`config.mk`:
```
export PLATFORM = sky130hd
export DESIGN_NAME = seg7_scan_driver
export DESIGN_NICKNAME = d
export VERILOG_FILES = /design/src/rtl/seg7_scan_driver.sv
export SDC_FILE = /design/constraint.sdc
export NUM_CORES = 1
export LEC_CHECK = 0
export ABC_AREA = 1
export CAP_MARGIN = 20
export CORE_MARGIN = 2
export CORE_UTILIZATION = 50
export DETAILED_ROUTE_END_ITERATION = 10
export GPL_TIMING_DRIVEN = 0
export PLACE_DENSITY = 0.79
export SYNTH_ARGS = -nofsm -noshare
export SYNTH_HDL_FRONTEND = slang
export SYNTH_SLANG_ARGS = --single-unit
```
`constraint.sdc`:
```
create_clock -name clk -period 1.85 [get_ports clk]
set_clock_uncertainty 0.2 [all_clocks]
set_input_delay 0.37 -clock clk [delete_from_list [all_inputs] [get_ports clk]]
set_output_delay 0.37 -clock clk [all_outputs]
set_load 0.1 [all_outputs]
```
`src/rtl/seg7_scan_driver.sv`:
```
// Eight-digit multiplexed 7-segment scan driver: double-buffered display word,
// frame-aligned commit, blanking dead-time on digit change, optional leading-zero blanking.
module seg7_scan_driver #(
  parameter int BLANK_CYCLES = 2,
  parameter int CNT_W        = 8
) (
  input  logic        clk,
  input  logic        rst,
  input  logic [2:0]  digit_sel,
  input  logic        load_valid,
  output logic        load_ready,
  input  logic [31:0] load_data,
  input  logic [7:0]  load_dp,
  input  logic        lz_en,
  output logic [7:0]  an_n,
  output logic [6:0]  seg_n,
  output logic        dp_n,
  output logic        frame_sync,
  output logic        pending
);

  logic [31:0]      active_word_reg;
  logic [7:0]       active_dp_reg;
  logic [31:0]      pend_word_reg;
  logic [7:0]       pend_dp_reg;
  logic             pend_full_reg;
  logic [2:0]       sel_reg;
  logic [CNT_W-1:0] blank_cnt_reg;

  logic       change;
  logic       frame_start;
  logic       load_fire;
  logic [3:0] nib;
  logic [6:0] seg_enc;
  logic [7:0] upper_zero;
  logic       suppress;
  logic [7:0] an_drive;
  logic [6:0] seg_drive;
  logic       dp_drive;

  // upper_zero[k]: nibbles k..7 of the active word are all zero
  genvar gi;
  generate
    for (gi = 0; gi < 8; gi++) begin : g_upper_zero
      assign upper_zero[gi] = (active_word_reg[31:4*gi] == '0);
    end
  endgenerate

  assign load_ready = !pend_full_reg;
  assign pending    = pend_full_reg;

  always_comb begin
    change      = (digit_sel != sel_reg);
    frame_start = change && (digit_sel == 3'd0);
    load_fire   = load_valid && load_ready;
    nib         = active_word_reg[{sel_reg, 2'b00} +: 4];
    seg_enc     = 7'h7F;
    case (nib)
      4'h0: seg_enc = 7'h40;
      4'h1: seg_enc = 7'h79;
      4'h2: seg_enc = 7'h24;
      4'h3: seg_enc = 7'h30;
      4'h4: seg_enc = 7'h19;
      4'h5: seg_enc = 7'h12;
      4'h6: seg_enc = 7'h02;
      4'h7: seg_enc = 7'h78;
      4'h8: seg_enc = 7'h00;
      4'h9: seg_enc = 7'h10;
      4'hA: seg_enc = 7'h08;
      4'hB: seg_enc = 7'h03;
      4'hC: seg_enc = 7'h46;
      4'hD: seg_enc = 7'h21;
      4'hE: seg_enc = 7'h06;
      4'hF: seg_enc = 7'h0E;
      default: seg_enc = 7'h7F;
    endcase
    // digit 0 is never blanked so an all-zero word still reads "0"
    suppress  = lz_en && (sel_reg != 3'd0) && upper_zero[sel_reg];
    an_drive  = ~(8'b1 << sel_reg);
    seg_drive = suppress ? 7'h7F : seg_enc;
    dp_drive  = ~active_dp_reg[sel_reg];
  end

  always_ff @(posedge clk or negedge rst) begin
    if (!rst) begin
      active_word_reg <= '0;
      active_dp_reg   <= '0;
      pend_word_reg   <= '0;
      pend_dp_reg     <= '0;
      pend_full_reg   <= 1'b0;
      sel_reg         <= 3'd0;
      blank_cnt_reg   <= '0;
      an_n            <= 8'hFF;
      seg_n           <= 7'h7F;
      dp_n            <= 1'b1;
      frame_sync      <= 1'b0;
    end else begin
      frame_sync <= frame_start;

      if (change) begin
        sel_reg       <= digit_sel;
        blank_cnt_reg <= CNT_W'(BLANK_CYCLES);
        an_n          <= 8'hFF;
        seg_n         <= 7'h7F;
        dp_n          <= 1'b1;
      end else if (blank_cnt_reg != '0) begin
        blank_cnt_reg <= blank_cnt_reg - 1'b1;
        an_n          <= 8'hFF;
        seg_n         <= 7'h7F;
        dp_n          <= 1'b1;
      end else begin
        an_n  <= an_drive;
        seg_n <= seg_drive;
        dp_n  <= dp_drive;
      end

      // commit and accept never collide: accept needs pend_full=0, commit needs pend_full=1
      if (frame_start && pend_full_reg) begin
        active_word_reg <= pend_word_reg;
        active_dp_reg   <= pend_dp_reg;
        pend_full_reg   <= 1'b0;
      end else if (load_fire) begin
        pend_word_reg <= load_data;
        pend_dp_reg   <= load_dp;
        pend_full_reg <= 1'b1;
      end
    end
  end

endmodule

```
==> flow_summary_export.csv <==
group,metric,value,unit
status,run_status,"finished with violations",
status,failed_checks,"negative setup slack",
worst_setup_path,worst-setup-path-type,"register to register",
global_routing,grt_util_all_layers,0.227,
placement,place_worst_setup_slack,-0.505,ns
timing,postLayoutSetupSlackWorst,-0.188,ns
worst_setup_path,crit_required,1.96,ns
logic_synthesis,yosys_register_bits,109,
cells_and_area,final_area,6850,um2
detailed_routing,via_total_after_detailed_routing,4288,
floorplanning,die_w,105,um
clock_tree,clkLatencyLatePin,0.38,ns
floorplanning,die_height,105,um
global_routing,vias_in_the_first_global_route,4223,
floorplanning,initial_utilization,0.517,
logic_synthesis,ys_warn_count,0,
logic_synthesis,synth_area_per_cell,8.40,um2
job,cap_viol_max_count,0,
logic_synthesis,synth_sequential_area_ratio,0.543,
timing,grt_setup_unrepaired,"yes",
pwr,power_density,999,nW/um2
floorplanning,pin_count,66,
detailed_routing,routed_via_density,5.06,
floorplanning,core_area,9770,um2
detailed_routing,first_pass_iters,4,
timing,hold_viol_final,0,
cells_and_area,final_layout_size_suffix_gt1_frac,0.291,
timing,timing_max_transition_violations_final,0,
detailed_routing,final_routed_wirelength_across_all_metal_layers,12.3,mm
hold_path,tightest_hold_check_type,"input pin to register",
detailed_routing,antenna_violating_nets_post_route,0,
logic_synthesis,post-synth-top-area-cell,"dfrtp_1",
placement,dp_hpwl,8.52,mm
worst_setup_path,critical_path_source_type,"register",
pwr,overall_power_of_the_completed_layout,0.00684,W
logic_synthesis,async_flop_share,1.00,
cells_and_area,design.final.nets,764,
cells_and_area,syn2layout_area_growth,35.5,%
logic_synthesis,synthFlopType,"dfrtp_1",
floorplanning,die_area,10900,um2
placement,gp_congestion,0.894,
logic_synthesis,synth.top_cells.by_area,"dfrtp_1 (46%), nand2_1 (11%), dfstp_2 (8.3%), nor2_1 (6.0%), inv_1 (5.4%)",
placement,dp_cells,801,
clock_tree,deepest_level_of_the_cts_h_tree,3,
cells_and_area,finalNonFillerCells,848,
clock_tree,clkTransAtPathRegs,0.10,ns
timing,final_min_period_over_clock_period,1.10,
global_routing,antenna_violations_before_repair,0,
pwr,vdd_drop_max,0.504,mV
global_routing,pin_count_of_the_biggest_net_entering_global_routing,56,
placement,portBuffers,65,
timing,clock_period_minus_worst_slack,2.04,ns
timing,setup_violations,7,
clock_tree,tritoncts_clock_tree,"yes",
timing,max_slew.worst_pin.slew,0.695,ns
logic_synthesis,yosysUniqueCellTypes,35,
global_routing,wire_length_of_the_first_global_routing_pass,19.7,mm
logic_synthesis,netlist_instances,602,
logic_synthesis,synth-edff-count,0,
cells_and_area,diodes,0,
detailed_routing,drt_first_iter_violations,218,
logic_synthesis,mappedNetlistNets,656,
worst_setup_path,critical_path.max_fanout,10,
placement,post_dp_cell_area,5970,um2
floorplanning,num_rows,36,
pwr,p_leak,3.31,nW
clock_tree,cts_inserted_buffers,9,
global_routing,grt_overflow,0,
logic_synthesis,mappedNetlistArea,5060,um2
clock_tree,clockRootBuffer,"clkbuf_8",
logic_synthesis,netlist.area_leader.share,0.460,
worst_setup_path,setup.worst_path.end_class,"register",
timing,relative_slew_slack,0.537,
clock_tree,cts_max_path_buffers,2,
detailed_routing,detail_route.wl_per_cell,14.5,um
clock_tree,cts_sinks,109,
worst_setup_path,worst_ep_arrival_time,2.15,ns
timing,maxClockFrequency,0.491,GHz
detailed_routing,drt_drc_violations_left,0,
==> metrics by stage <==
| step | TNS (ns) | utilization | hold WS (ns) |
|---|---|---|---|
| floorplan | -13.01 | - | -0.126 |
| global placement | -400.10 | 0.608 | 0.256 |
| detailed placement | -32.85 | 0.610 | 0.260 |
| CTS | -1.19 | 0.652 | 0.297 |
| global route | -2.78 | 0.701 | 0.0662 |
| finish | -1.13 | 0.701 | 0.0563 |
==> path summary, 6_finish.rpt <==
kind | startpoint | to | slack, ns | cells after the start
setup / recovery | sel_reg[0] | seg_n[5] | -0.19 | 13
hold / removal | digit_sel[0] | sel_reg[0] | 0.06 | 2
setup reg to reg | sel_reg[0] | seg_n[5] | -0.19 | 13
hold reg to reg | active_dp_reg[7] | active_dp_reg[7] | 0.31 | 2
max in group asynchronous | rst | seg_n[4] | 0.33 | 3
min in group asynchronous | rst | active_dp_reg[3] | 0.39 | 2
==> worst max-delay path, stage by stage (launching register included) <==
cell and delay, ns:
dfrtp_1 0.43, buf_6 0.15, buf_8 0.14, nand2_4 0.08, nor2_2 0.04, nor2_1 0.12, nand3_1 0.14, nand2_4 0.16
inv_4 0.06, ha_4 0.16, nand3_4 0.10, nand2_1 0.07, nand2_1 0.06, nand3_1 0.07
==> layout make-up <==
| type | instances | area (um2) |
|---|---|---|
| fillers | 742 | 2920 |
| well taps | 133 | 166 |
| flip-flops and latches | 109 | 2750 |
| multi-input cells | 393 | 2290 |
| inverters | 77 | 308 |
| repair buffers | 96 | 917 |
| clock inverters | 6 | 71.3 |
| plain buffers | 24 | 215 |
| clock buffers | 10 | 128 |
==> per-layer routing <==
metal / wire length (um) / GRT usage
met1: 5190 / 0.281
met2: 6370 / 0.403
met3: 427 / 0.0293
met4: 283 / 0.0878
met5: 0 / 0
==> layout by cell type (no fill, tap or decap), types with 2 or more instances in the layout <==
master,count
o21ai_0,17
nor3_1,3
clkbuf_8,9
clkbuf_16,2
nor2_4,4
nand4_1,2
mux2_4,3
buf_12,3
nor2_1,76
nand2_1,111
dfstp_2,16
clkinvlp_4,4
nand3_2,9
nand2_4,26
nor2_2,3
nand3_4,2
buf_8,2
buf_6,10
nand2_2,16
buf_2,5
nor4_1,2
dlymetal6s2s_1,2
a21oi_1,43
o21ai_1,4
o21ai_2,23
nand3_1,29
dfrtp_1,91
clkinv_4,2
inv_2,4
clkbuf_1,6
ha_4,4
ha_1,2
buf_4,44
inv_1,66
clkdlybuf4s50_1,43
a22oi_1,3
inv_4,4
==> synthesized netlist by cell type, types with 4 or more instances <==
master,number
nand2_1,147
dfrtp_1,93
nor2_1,81
inv_1,73
a21oi_1,44
nand3_1,38
o21ai_0,25
dfstp_2,16
o21ai_2,16
buf_2,9
ha_1,7
clkbuf_1,6
nand2_2,5
buf_4,4
buf_6,4
==> what timing repair did <==
| action | in CTS | in global routing |
|---|---|---|
| gates cloned | 1 | 3 |
| resized for setup | 147 | 105 |
| hold buffers | 1 | 0 |
| endpoints found under the hold margin | 51 | 0 |
| setup endpoints to repair | 66 | 68 |
| pin swaps | 11 | 20 |
| buffers inserted | 16 | 10 |
==> cells by family after synthesis <==
logic type	share of synthesized area
simple gates	0.238
buf+inv	0.0861
flops	0.543
mux	0.00668
compound gates	0.105
fa+ha+maj	0.0173
xor+xnor	0.00347
==> power breakdown <==
part	internal (W)	switching, W	leakage (nW)
Sequential	0.00293	0.000399	1.25
Clock	0.000636	0.000839	0.0931
Combinational	0.000886	0.00115	1.97
No activity file was read; power rests on OpenSTA's default activity.
